### src/rtl/uart_host_if.sv
// CPU-side UART host interface: 16-entry TX FIFO feeding a txbegin/txbusy handshake FSM,
// and an RX buffer filled by an rxrecv/data_read ack FSM. Define UART_RX_FIFO_EN for a
// 16-entry RX FIFO; without it the RX buffer is a single holding register.

module uart_host_if (
   input  logic       clk_bus,
   input  logic       rst_n,
   input  logic       data_wr,
   input  logic [7:0] data_in,
   input  logic       data_rd,
   output logic [7:0] data_out,
   output logic [7:0] status_out,
   output logic [7:0] txdata,
   output logic       txbegin,
   input  logic       txbusy,
   input  logic [7:0] rxdata,
   input  logic       rxrecv,
   output logic       data_read
);

   // state   | meaning
   // T_IDLE  | waiting for a queued byte and a free transmitter
   // T_LOAD  | txbegin pulse, txdata holds the popped byte
   // T_WBUSY | waiting for the transmitter to report busy
   // T_WDONE | waiting for the transmitter to finish the byte
   // R_IDLE  | waiting for a received byte and room to store it
   // R_ACK   | byte stored, waiting for rxrecv to drop

   typedef enum logic [1:0] {T_IDLE, T_LOAD, T_WBUSY, T_WDONE} tx_state_t;
   typedef enum logic       {R_IDLE, R_ACK} rx_state_t;

   tx_state_t  tx_state;
   rx_state_t  rx_state;

   logic [7:0] tx_mem [16];
   logic [3:0] tx_wr_ptr;
   logic [3:0] tx_rd_ptr;
   logic [4:0] tx_count;
   logic       tx_push;
   logic       tx_pop;
   logic       tx_idle;

   logic [4:0] rx_count;
   logic       rx_full;
   logic       rx_push;
   logic       rx_pop;
   logic [7:0] rx_head;

   assign tx_push = data_wr && (tx_count != 5'd16);
   assign tx_pop  = (tx_state == T_IDLE) && (tx_count != 5'd0) && !txbusy;

   always_ff @(posedge clk_bus) begin
      if (tx_push) tx_mem[tx_wr_ptr] <= data_in;
   end

   always_ff @(posedge clk_bus) begin
      if (!rst_n) begin
         tx_wr_ptr <= 4'd0;
         tx_rd_ptr <= 4'd0;
         tx_count  <= 5'd0;
      end else begin
         if (tx_push) tx_wr_ptr <= tx_wr_ptr + 4'd1;
         if (tx_pop)  tx_rd_ptr <= tx_rd_ptr + 4'd1;
         case ({tx_push, tx_pop})
            2'b10:   tx_count <= tx_count + 5'd1;
            2'b01:   tx_count <= tx_count - 5'd1;
            default: tx_count <= tx_count;
         endcase
      end
   end

   // A byte already in the UART at reset keeps txbusy high; T_IDLE simply waits it out.
   always_ff @(posedge clk_bus) begin
      if (!rst_n) begin
         tx_state <= T_IDLE;
         txbegin  <= 1'b0;
         txdata   <= 8'h00;
      end else begin
         case (tx_state)
            T_IDLE: begin
               if (tx_pop) begin
                  txdata   <= tx_mem[tx_rd_ptr];
                  txbegin  <= 1'b1;
                  tx_state <= T_LOAD;
               end
            end
            T_LOAD: begin
               txbegin  <= 1'b0;
               tx_state <= T_WBUSY;
            end
            T_WBUSY: if (txbusy)  tx_state <= T_WDONE;
            T_WDONE: if (!txbusy) tx_state <= T_IDLE;
            default: tx_state <= T_IDLE;
         endcase
      end
   end

   assign rx_push = (rx_state == R_IDLE) && rxrecv && !rx_full;
   assign rx_pop  = data_rd && (rx_count != 5'd0);

`ifdef UART_RX_FIFO_EN
   logic [7:0] rx_mem [16];
   logic [3:0] rx_wr_ptr;
   logic [3:0] rx_rd_ptr;

   assign rx_full = (rx_count == 5'd16);
   assign rx_head = rx_mem[rx_rd_ptr];

   always_ff @(posedge clk_bus) begin
      if (rx_push) rx_mem[rx_wr_ptr] <= rxdata;
   end

   always_ff @(posedge clk_bus) begin
      if (!rst_n) begin
         rx_wr_ptr <= 4'd0;
         rx_rd_ptr <= 4'd0;
      end else begin
         if (rx_push) rx_wr_ptr <= rx_wr_ptr + 4'd1;
         if (rx_pop)  rx_rd_ptr <= rx_rd_ptr + 4'd1;
      end
   end
`else
   logic [7:0] rx_hold;

   assign rx_full = (rx_count == 5'd1);
   assign rx_head = rx_hold;

   always_ff @(posedge clk_bus) begin
      if (!rst_n)       rx_hold <= 8'h00;
      else if (rx_push) rx_hold <= rxdata;
   end
`endif

   always_ff @(posedge clk_bus) begin
      if (!rst_n) begin
         rx_count <= 5'd0;
      end else begin
         case ({rx_push, rx_pop})
            2'b10:   rx_count <= rx_count + 5'd1;
            2'b01:   rx_count <= rx_count - 5'd1;
            default: rx_count <= rx_count;
         endcase
      end
   end

   // Full RX buffer holds off the ack, so the byte waits inside the UART.
   always_ff @(posedge clk_bus) begin
      if (!rst_n) begin
         rx_state  <= R_IDLE;
         data_read <= 1'b0;
      end else begin
         case (rx_state)
            R_IDLE: begin
               if (rx_push) begin
                  data_read <= 1'b1;
                  rx_state  <= R_ACK;
               end
            end
            R_ACK: begin
               data_read <= 1'b0;
               if (!rxrecv) rx_state <= R_IDLE;
            end
         endcase
      end
   end

   assign tx_idle    = (tx_count == 5'd0) && (tx_state == T_IDLE) && !txbusy;
   assign data_out   = (rx_count != 5'd0) ? rx_head : 8'h00;
   assign status_out = {(rx_count != 5'd0), (tx_count == 5'd16), tx_idle, rx_count};

endmodule

### config.mk
export PLATFORM = sky130hd
export DESIGN_NAME = uart_host_if
export DESIGN_NICKNAME = d
export VERILOG_FILES = /design/src/rtl/uart_host_if.sv
export SDC_FILE = /design/constraint.sdc
export NUM_CORES = 1
export LEC_CHECK = 0
export ABC_AREA = 1
export BUFFER_PORTS_ARGS = -buffer_cell sky130_fd_sc_hd__buf_2
export CAP_MARGIN = 40
export CORE_MARGIN = 2
export CORE_UTILIZATION = 25
export CTS_BUF_LIST = sky130_fd_sc_hd__clkbuf_8
export DETAILED_ROUTE_END_ITERATION = 8
export REMOVE_ABC_BUFFERS = 1
export SLEW_MARGIN = 40
export SYNTH_ARGS = -nofsm -noshare
export SYNTH_HDL_FRONTEND = slang
export SYNTH_SLANG_ARGS = --single-unit
### constraint.sdc
create_clock -name clk_bus -period 2.7 [get_ports clk_bus]
set_input_delay 0.54 -clock clk_bus [delete_from_list [all_inputs] [get_ports clk_bus]]
set_output_delay 0.54 -clock clk_bus [all_outputs]
set_load 0.02 [all_outputs]
# Word-level counts from Yosys, hierarchy flattened
# Memories as Yosys holds them, arrays and structs flattened. A register that Yosys moved wholly into a read port is not among the register bits.
# Cells that the tools add are included.
[op_classes] n_addsub=6 eq_ne=14 muxes=16 bitwise=1 n_reduce_logical=21
[op_table] op="case mux 5 bit (2 select lines)" n=2
[op_table] op="adder 5 x 1 -> 5 bit (second input constant)" n=2
[op_table] op="nonzero test 5 bit" n=2
[op_table] op="subtractor 5 x 1 -> 5 bit (second input constant)" n=2
[op_table] op="adder 4 x 1 -> 4 bit (second input constant)" n=2
[op_table] op="== test 2 bit (second input constant)" n=4
[op_table] op="logical AND 1 bit" n=8
[op_table] op="2-to-1 mux 8 bit" n=1
[op_table] op="inequality test 2 bit (second input constant)" n=4
[op_table] op="case mux 2 bit (4 select lines)" n=1
[op_table] op="== test 2 x 1 -> 1 bit (second input constant)" n=3
[op_table] op="2-to-1 mux 1 bit" n=6
[op_table] op="2-to-1 mux 2 bit" n=3
[op_table] op="case mux 1 bit (2 select lines)" n=3
[op_table] op="nonzero test 2 bit" n=3
[op_table] op="== test 5 x 1 -> 1 bit (second input constant)" n=1
[op_table] op="== test 5 bit (second input constant)" n=1
[op_table] op="logical NOT 5 bit" n=1
[op_table] op="inequality test 5 bit (second input constant)" n=1
[op_table] op="AND reduction 2 bit" n=2
[op_table] op="logical NOT 1 bit" n=3
[op_table] op="AND reduction 3 bit" n=1
[op_table] op="logical NOT 2 bit" n=1
[op_table] op="inverter 1 bit" n=1
[totals] ff_bits=31 ramBits=128 input_bits=22 output_inout_bits=26 wordCells=68 n_memories=1
[memory_table] name="tx_mem" words=16 width=8 rd=1 rd_ports_with_merged_regs=1 write_ports=1 line_no="35" text="logic [7:0] tx_mem [16];"

# Depth between registers and ports, before layout
# Gate-level depths: netlist of the first run.
[depth] ltp_word=5 depth_mapped=18 depth_no_buf=17

# Worst setup path before layout of the first run
# Ideal clock, no wire load.
[synth_path] kind="reg-to-reg" startpoint="register tx_state[0]" endpoint="register tx_count[4]" setup_ps=71 t_arrival_ps=2165 required_ps=2629 slack_ps=464 path_stages_with_launch=19 path_buffers=1 period_less_slack_ps=2236 cell_sequence="dfxtp_1 > inv_1 > ha_1 > inv_1 > nor2_1 > nand2_2 > inv_2 > buf_4 > ha_1 > xor2_1 > ha_1 > inv_1 > nand2_1 > nand3_1 > nand2_1 > nand2_1 > nand2_1 > nand2_1 > a21oi_1"
[synth_via] elab_chain_cells=5 word_cells_on_any_way=7 classes_between="eq/ne: 2; mux: 1; reduce/logical: 4"
[synth_lines] item="start, declared" line_no="32" text="tx_state_t tx_state;"
[synth_lines] item="start signal, assigned" line_no="75" text="tx_state <= T_IDLE;"
[synth_lines] item="start signal, assigned" line_no="84" text="tx_state <= T_LOAD;"
[synth_lines] item="start signal, assigned" line_no="89" text="tx_state <= T_WBUSY;"
[synth_lines] item="logical NOT 2 bit *" line_no="50" text="assign tx_pop = (tx_state == T_IDLE) && (tx_count != 5'd0) && !txbusy;"
[synth_lines] item="logical AND 1 bit * (2 in a row)" line_no="50"
[synth_lines] item="via tx_pop" line_no="40" text="logic tx_pop;"
[synth_lines] item="== test 2 x 1 -> 1 bit or == test 2 bit (tied branches)" line_no="64" text="case ({tx_push, tx_pop})"
[synth_lines] item="case mux 5 bit (2 select lines) or nonzero test 2 bit (tied branches)"
[synth_lines] item="end signal, assigned" line_no="65" text="2'b10: tx_count <= tx_count + 5'd1;"
[synth_lines] item="end signal, assigned" line_no="66" text="2'b01: tx_count <= tx_count - 5'd1;"
[synth_lines] item="end signal, assigned" line_no="67" text="default: tx_count <= tx_count;"
[synth_lines] item="end, declared" line_no="38" text="logic [4:0] tx_count;"
# The timed path passes the listed nets; every way through them passes the cells marked *.
# A chain may end at the register's enable or synchronous reset.

# Worst setup path after layout of the first run
[layout_path] startpoint="register rx_count[0]" endpoint="output port data_out[1]"
[layout_via] elab_chain_cells=2
[layout_lines] item="start, declared" line_no="43" text="logic [4:0] rx_count;"
[layout_lines] item="start signal, assigned" line_no="139" text="2'b10: rx_count <= rx_count + 5'd1;"
[layout_lines] item="start signal, assigned" line_no="140" text="2'b01: rx_count <= rx_count - 5'd1;"
[layout_lines] item="start signal, assigned" line_no="141" text="default: rx_count <= rx_count;"
[layout_lines] item="nonzero test 5 bit" line_no="168" text="assign data_out = (rx_count != 5'd0) ? rx_head : 8'h00;"
[layout_lines] item="2-to-1 mux 8 bit" line_no="168"
[layout_lines] item="end, declared" line_no="11" text="output logic [7:0] data_out,"
# No other way between the ends.

==> results.py, run 1 <==
metrics = {
    "outcome": {
        "status": "finished, final reports clean",
    },
    "power": {
        "comb_power_share": 0.329,
        "p_per_area_mw_per_mm2": 845,
        "switching_share": 0.387,
        "pwr-share-seq": 0.430,
        "ir_worst_vdd_uv": 327,
        "totalPowerFinal_mw": 7.27,
        "p_leak_nw": 3.73,
        "p_int_mw": 4.46,
        "pwr-share-clk": 0.241,
        "switchingPower_mw": 2.81,
    },
    "worst_setup_path": {
        "crit_path_end_kind": "output pin",
        "start_kind": "flip-flop",
        "worst-path-buf-inv": 3,
        "cp_max_fo": 10,
        "crit_family": "simple AND/OR/NAND/NOR gates",
        "worst_path_max_delay_cell": "dfxtp_1",
        "cp.required_ns": 2.16,
        "crit_type": "reg2out",
        "cp.arrival_ns": 1.88,
        "crit_path_cell_trace": "inv_1, ha_1, nand3_1, nand2_1, inv_1, buf_2",
        "slowest_delay_ns": 0.42,
        "path_common_cell": "inv_1",
    },
    "floorplan": {
        "dieWidth_um": 177,
        "rows": 63,
        "io-pin-count": 48,
        "die_h_um": 177,
        "core_area_mm2": 0.0296,
        "dieArea_mm2": 0.0314,
        "start_util": 0.254,
    },
    "synthesis": {
        "synth-async-reset-ratio": 0,
        "synth_seq_area_share": 0.617,
        "syn_area_mm2": 0.00750,
        "synthDominantCellAreaShare": 0.512,
        "ys_warn_count": 0,
        "yosys.area.top_type": "edfxtp_1",
        "synthTopCellsByArea": "edfxtp_1 (51%), nand2_1 (11%), dfxtp_1 (10%)",
        "synth_cell_type_count": 26,
        "synth.avg_cell_area_um2": 9.36,
        "synth_cells": 801,
        "synthFlopType": "edfxtp_1",
        "synth_edf_count": 128,
        "ys_seq_elements": 167,
    },
    "clock_tree": {
        "h-tree-depth": 4,
        "cts_root_buf": "clkbuf_8",
        "post_cts_buffers": 0,
        "cts_tree": "done",
        "clk_latency_ns": 0.46,
        "clk_pin_slew_ns": 0.09,
        "postCtsHoldBufs": 0,
        "cts.sinks": 167,
        "cts-resized-gates": 0,
        "cts_made_buffers": 17,
        "clock_path_buffers": 2,
    },
    "sta": {
        "rsz0062_at_grt": "false",
        "worstMarginPinSlew_ns": 0.734,
        "clock_skew_ns": 0.0189,
        "max_slew_margin": 0.511,
        "finalMaxSlewViolations": 0,
        "finalCritPeriodShare": 0.896,
        "period_minus_slack_ns": 2.42,
        "fmax_mhz": 413,
        "finalHoldViolations": 0,
        "setup_violations": 0,
    },
    "cells_and_area": {
        "n_antenna_cell": 0,
        "mostFrequentLayoutCell": "nand2_1",
        "fin_util": 0.291,
        "syn_to_final_growth_pct": 14.8,
        "nNetsFinal": 897,
        "drive_gt1_frac": 0.132,
        "final_cell_mix": "nand2_1 (217), edfxtp_1 (128), inv_1 (111), nand3_1 (101), nor2_1 (77)",
    },
    "detailed_routing": {
        "totalWireLength_mm": 16.3,
        "antenna_left": 0,
        "wl_met3_um": 565,
        "wl_met2_mm": 8.41,
        "drc": 0,
        "firstDrtPassIters": 7,
        "drt_iter0_markers": 418,
        "vias_per_cell": 4.18,
        "met1_length_mm": 7.01,
        "post_drt_wl_per_cell_um": 12.9,
        "vias": 5272,
        "top_layer_used": "met4",
    },
    "placement": {
        "dp_hpwl_mm": 10.6,
        "routabilityCongestion": 0.769,
        "io_buffer_count": 47,
    },
    "grt": {
        "grtUsageTotal": 0.108,
        "grt_remaining_overflow": 0,
        "antenna_found_initial": 0,
        "grt_max_degree": 67,
        "grt_pass1_wl_mm": 26.0,
        "grt_pass1_vias": 4929,
    },
    "hold_path": {
        "hold_path.class": "in2reg",
    },
    "run": {
        "maxCapViolations": 0,
    },
}
## worst register-to-register path: stages (launching register included)
cell     delay (ns)
dfxtp_1        0.34
inv_1          0.11
ha_1           0.20
inv_1          0.06
nor2_1         0.10
nand2_2        0.14
inv_2          0.08
ha_1           0.27
xor2_1         0.22
ha_1           0.17
inv_1          0.04
nand2_1        0.09
nand3_1        0.10
nand2_1        0.07
nand2_1        0.04
nand2_1        0.05
nand2_1        0.04
a21oi_1        0.11
## path summary, 6_finish.rpt
path,startpoint,to,slack (ns),depth (start not counted)
setup / recovery,rx_count[0],data_out[1],0.28,6
hold reg to reg,data_read,data_read,0.47,2
hold / removal,rxdata[3],rx_head[3],0.33,3
setup reg to reg,tx_state[0],tx_count[4],0.42,17
## sequential cells by signal, indices dropped and copies added (netlist names)
register,cells
tx_mem,128
rx_head,8
txdata,8
rx_count,5
tx_count,5
tx_rd_ptr,4
tx_wr_ptr,4
tx_state,2
data_read,1
rx_state,1
txbegin,1
## final cells by class
class	count	area, um2
clock buffers	18	248
clock inverters	14	155
fillers	3078	20900
inverters	119	447
multi-input cells	482	2220
flip-flops and latches	167	4630
well taps	390	488
repair buffers	71	428
## cells in the mapped netlist, types with 3 or more instances
| cell | instances |
|---|---|
| a21oi_1 | 19 |
| o21ai_0 | 12 |
| dfxtp_1 | 39 |
| nand2_1 | 217 |
| inv_2 | 8 |
| buf_2 | 18 |
| xor2_1 | 7 |
| nand4_1 | 3 |
| edfxtp_1 | 128 |
| nand3_1 | 101 |
| o21ai_1 | 19 |
| clkbuf_1 | 4 |
| buf_6 | 7 |
| nand2_2 | 3 |
| ha_1 | 17 |
| buf_4 | 3 |
| inv_1 | 111 |
| nor2_1 | 77 |
## routing by layer
metal,vias to the layer above,track usage
li1,2696,-
met1,2461,0.130
met2,103,0.190
met3,12,0.0200
met4,0,0.0441
met5,-,0
## power groups by stage
stage          clock network, mW  logic (mW)  registers [mW]
6_report                    1.75        2.40            3.13
5_1_grt                     1.91        2.73            3.16
4_1_cts                     1.80        2.43            3.13
3_5_place_dp                   0        2.42            3.19
3_3_place_gp                   0        2.38            3.18
2_1_floorplan                  0        1.44            3.38
## stage by stage
stage	setup WS [ns]	hold slack, ns	setup TNS, ns	cells	cell area, um2
final	0.281	0.333	0	1261	8610
after global routing	0.0176	0.334	0	1261	8610
after CTS	0.195	0.307	0	1261	8610
after detailed placement	0.413	0.470	0	1229	8210
after global placement	0.481	0.465	0	1229	8210
after floorplan	-0.0303	0.455	-0.242	768	7290
## cells by family after synthesis
kind of cell	synth area share
and+or+nand+nor	0.221
xor gates and xnor gates	0.00817
buffers and inverters	0.0876
adders and majority gates	0.0284
AOI/OAI and AO/OA	0.0382
DFF	0.617
(Power assumes the default switching activity.)
==> inputs of run 2 (changes only) <==
Settings changed: PLACE_DENSITY set to 0.39.
==> run 2 against run 1 <==
Cell count up 0.40%. Final area up 0.31%. Critical path type unchanged. Power up 1.5%. Die area unchanged. Sequential share of layout area down 0.16 points. Global-route usage up 2.0 points. Clock-buffer cell count down 1. Via count up 0.64%. Core utilization up 0.089 points.
==> results.py, run 2 (synthesis gave the netlist of run 1 again) <==
metrics = {
    "outcome": {
        "status": "finished, final reports clean",
    },
    "cells_and_area": {
        "fillers": 3186,
        "drive_gt1_frac": 0.136,
        "mostFrequentLayoutCell": "nand2_1",
        "syn_to_final_growth_pct": 15.1,
        "nNetsFinal": 901,
        "largest_reg_flops": 128,
        "fin_area_mm2": 0.00864,
        "largest-register": "tx_mem",
        "final_cell_mix": "nand2_1 (217), edfxtp_1 (128), inv_1 (111), nand3_1 (101), nor2_1 (77)",
        "fin_util": 0.292,
    },
    "power": {
        "comb_power_share": 0.339,
        "p_per_area_mw_per_mm2": 855,
        "p_leak_nw": 3.74,
        "p_int_mw": 4.47,
        "totalPowerFinal_mw": 7.38,
        "pwr-share-seq": 0.426,
        "switchingPower_mw": 2.91,
        "pwr-share-clk": 0.235,
        "switching_share": 0.394,
        "ir_worst_vdd_uv": 335,
    },
    "placement": {
        "placed_area_mm2": 0.00824,
        "io_buffer_count": 47,
        "routabilityCongestion": 0.763,
        "dp_hpwl_mm": 11.9,
    },
    "worst_setup_path": {
        "crit_type": "reg2out",
        "cp.arrival_ns": 1.90,
        "crit_path_end": "data_out[2]",
        "rr_endpoint": "tx_count[4]",
        "regToRegStartpoint": "tx_state[0]",
        "cp.required_ns": 2.16,
        "cp_max_fo": 6,
        "reg2regPathDepth": 17,
        "r2r_slack_ns": 0.43,
        "start_kind": "flip-flop",
        "critPathLaunch": "rx_count[0]",
        "crit_path_end_kind": "output pin",
    },
    "floorplan": {
        "start_util": 0.254,
        "rows": 63,
        "core_area_mm2": 0.0296,
        "io-pin-count": 48,
        "dieArea_mm2": 0.0314,
        "die_h_um": 177,
        "dieWidth_um": 177,
    },
    "grt": {
        "grtUsageTotal": 0.128,
        "grt_pass1_wl_mm": 29.8,
        "antenna_found_initial": 0,
        "grt_remaining_overflow": 0,
        "grt_max_degree": 67,
        "grt_pass1_vias": 5065,
    },
    "detailed_routing": {
        "antenna_left": 0,
        "drt_iter0_markers": 333,
        "totalWireLength_mm": 19.4,
        "drc": 0,
        "vias_per_cell": 4.19,
        "vias": 5306,
        "post_drt_wl_per_cell_um": 15.3,
        "firstDrtPassIters": 4,
    },
    "run": {
        "maxCapViolations": 0,
    },
    "hold_path": {
        "hold_path.class": "in2reg",
    },
    "clock_tree": {
        "cts_made_buffers": 17,
        "post_cts_buffers": 0,
        "clk_pin_slew_ns": 0.09,
        "postCtsHoldBufs": 0,
        "cts_tree": "done",
        "cts_root_buf": "clkbuf_8",
        "cts-resized-gates": 0,
        "cts.sinks": 167,
        "h-tree-depth": 4,
        "clk_latency_ns": 0.46,
        "clock_path_buffers": 2,
    },
    "sta": {
        "period_minus_slack_ns": 2.44,
        "finalHoldViolations": 0,
        "clock_skew_ns": 0.0177,
        "max_slew_margin": 0.574,
        "finalCritPeriodShare": 0.903,
        "fmax_mhz": 410,
        "finalMaxSlewViolations": 0,
        "rsz0062_at_grt": "false",
        "worstMarginPinSlew_ns": 0.638,
        "setup_tns_ns": 0,
        "setup_violations": 0,
    },
}
run 2: final cells by class:
cell class | count | area (um2) | area share
multi-input cells | 482 | 2220 | 0.257
inverters | 119 | 447 | 0.0517
repair buffers | 75 | 483 | 0.0559
clock buffers | 17 | 234 | 0.0271
flip-flops and latches | 167 | 4630 | 0.536
clock inverters | 15 | 138 | 0.0159
diodes | 1 | 2.50 | 0.000290
well taps | 390 | 488 | 0.0565
run 2: power by group through the flow:
stage | Sequential, mW | Clock (mW) | Combinational, mW
floorplan | 3.38 | 0 | 1.44
global placement | 3.21 | 0 | 2.54
detailed placement | 3.21 | 0 | 2.54
CTS | 3.15 | 1.81 | 2.55
global route | 3.18 | 1.89 | 2.87
finish | 3.15 | 1.73 | 2.51
run 2: worst min path at each step:
stage,from,end,cells after the start
finish,rxdata[6],rx_head[6],3
global route,rxdata[0],rx_head[0],3
CTS,rxdata[6],rx_head[6],3
detailed placement,tx_rd_ptr[3],tx_rd_ptr[3],2
global placement,rx_head[6],rx_head[6],2
floorplan,rx_head[0],rx_head[0],2
run 2: layer usage:
metal	routed length, um	global-route usage	vias to the layer above	part of all wire
met3	678	0.0245	5	0.035
met2	9210	0.210	66	0.48
li1	-	-	2706	-
met1	9330	0.174	2529	0.48
met5	0	0	-	0
met4	136	0.0320	0	0.0070
run 2: through the flow:
stage / instances / worst slack (ns) / hold WS, ns
global route: 1265 / 0.0388 / 0.296
detailed placement: 1232 / 0.433 / 0.467
global placement: 1232 / 0.440 / 0.464
finish: 1266 / 0.261 / 0.316
floorplan: 768 / -0.0303 / 0.455
CTS: 1264 / 0.172 / 0.270
run 2: critical path: stages, from the launching register on:
cell and delay [ns]:
dfxtp_1 0.44, inv_1 0.10, ha_1 0.24, nand3_1 0.24
buf_4 0.19, nand2_1 0.05, inv_1 0.04, buf_2 0.15
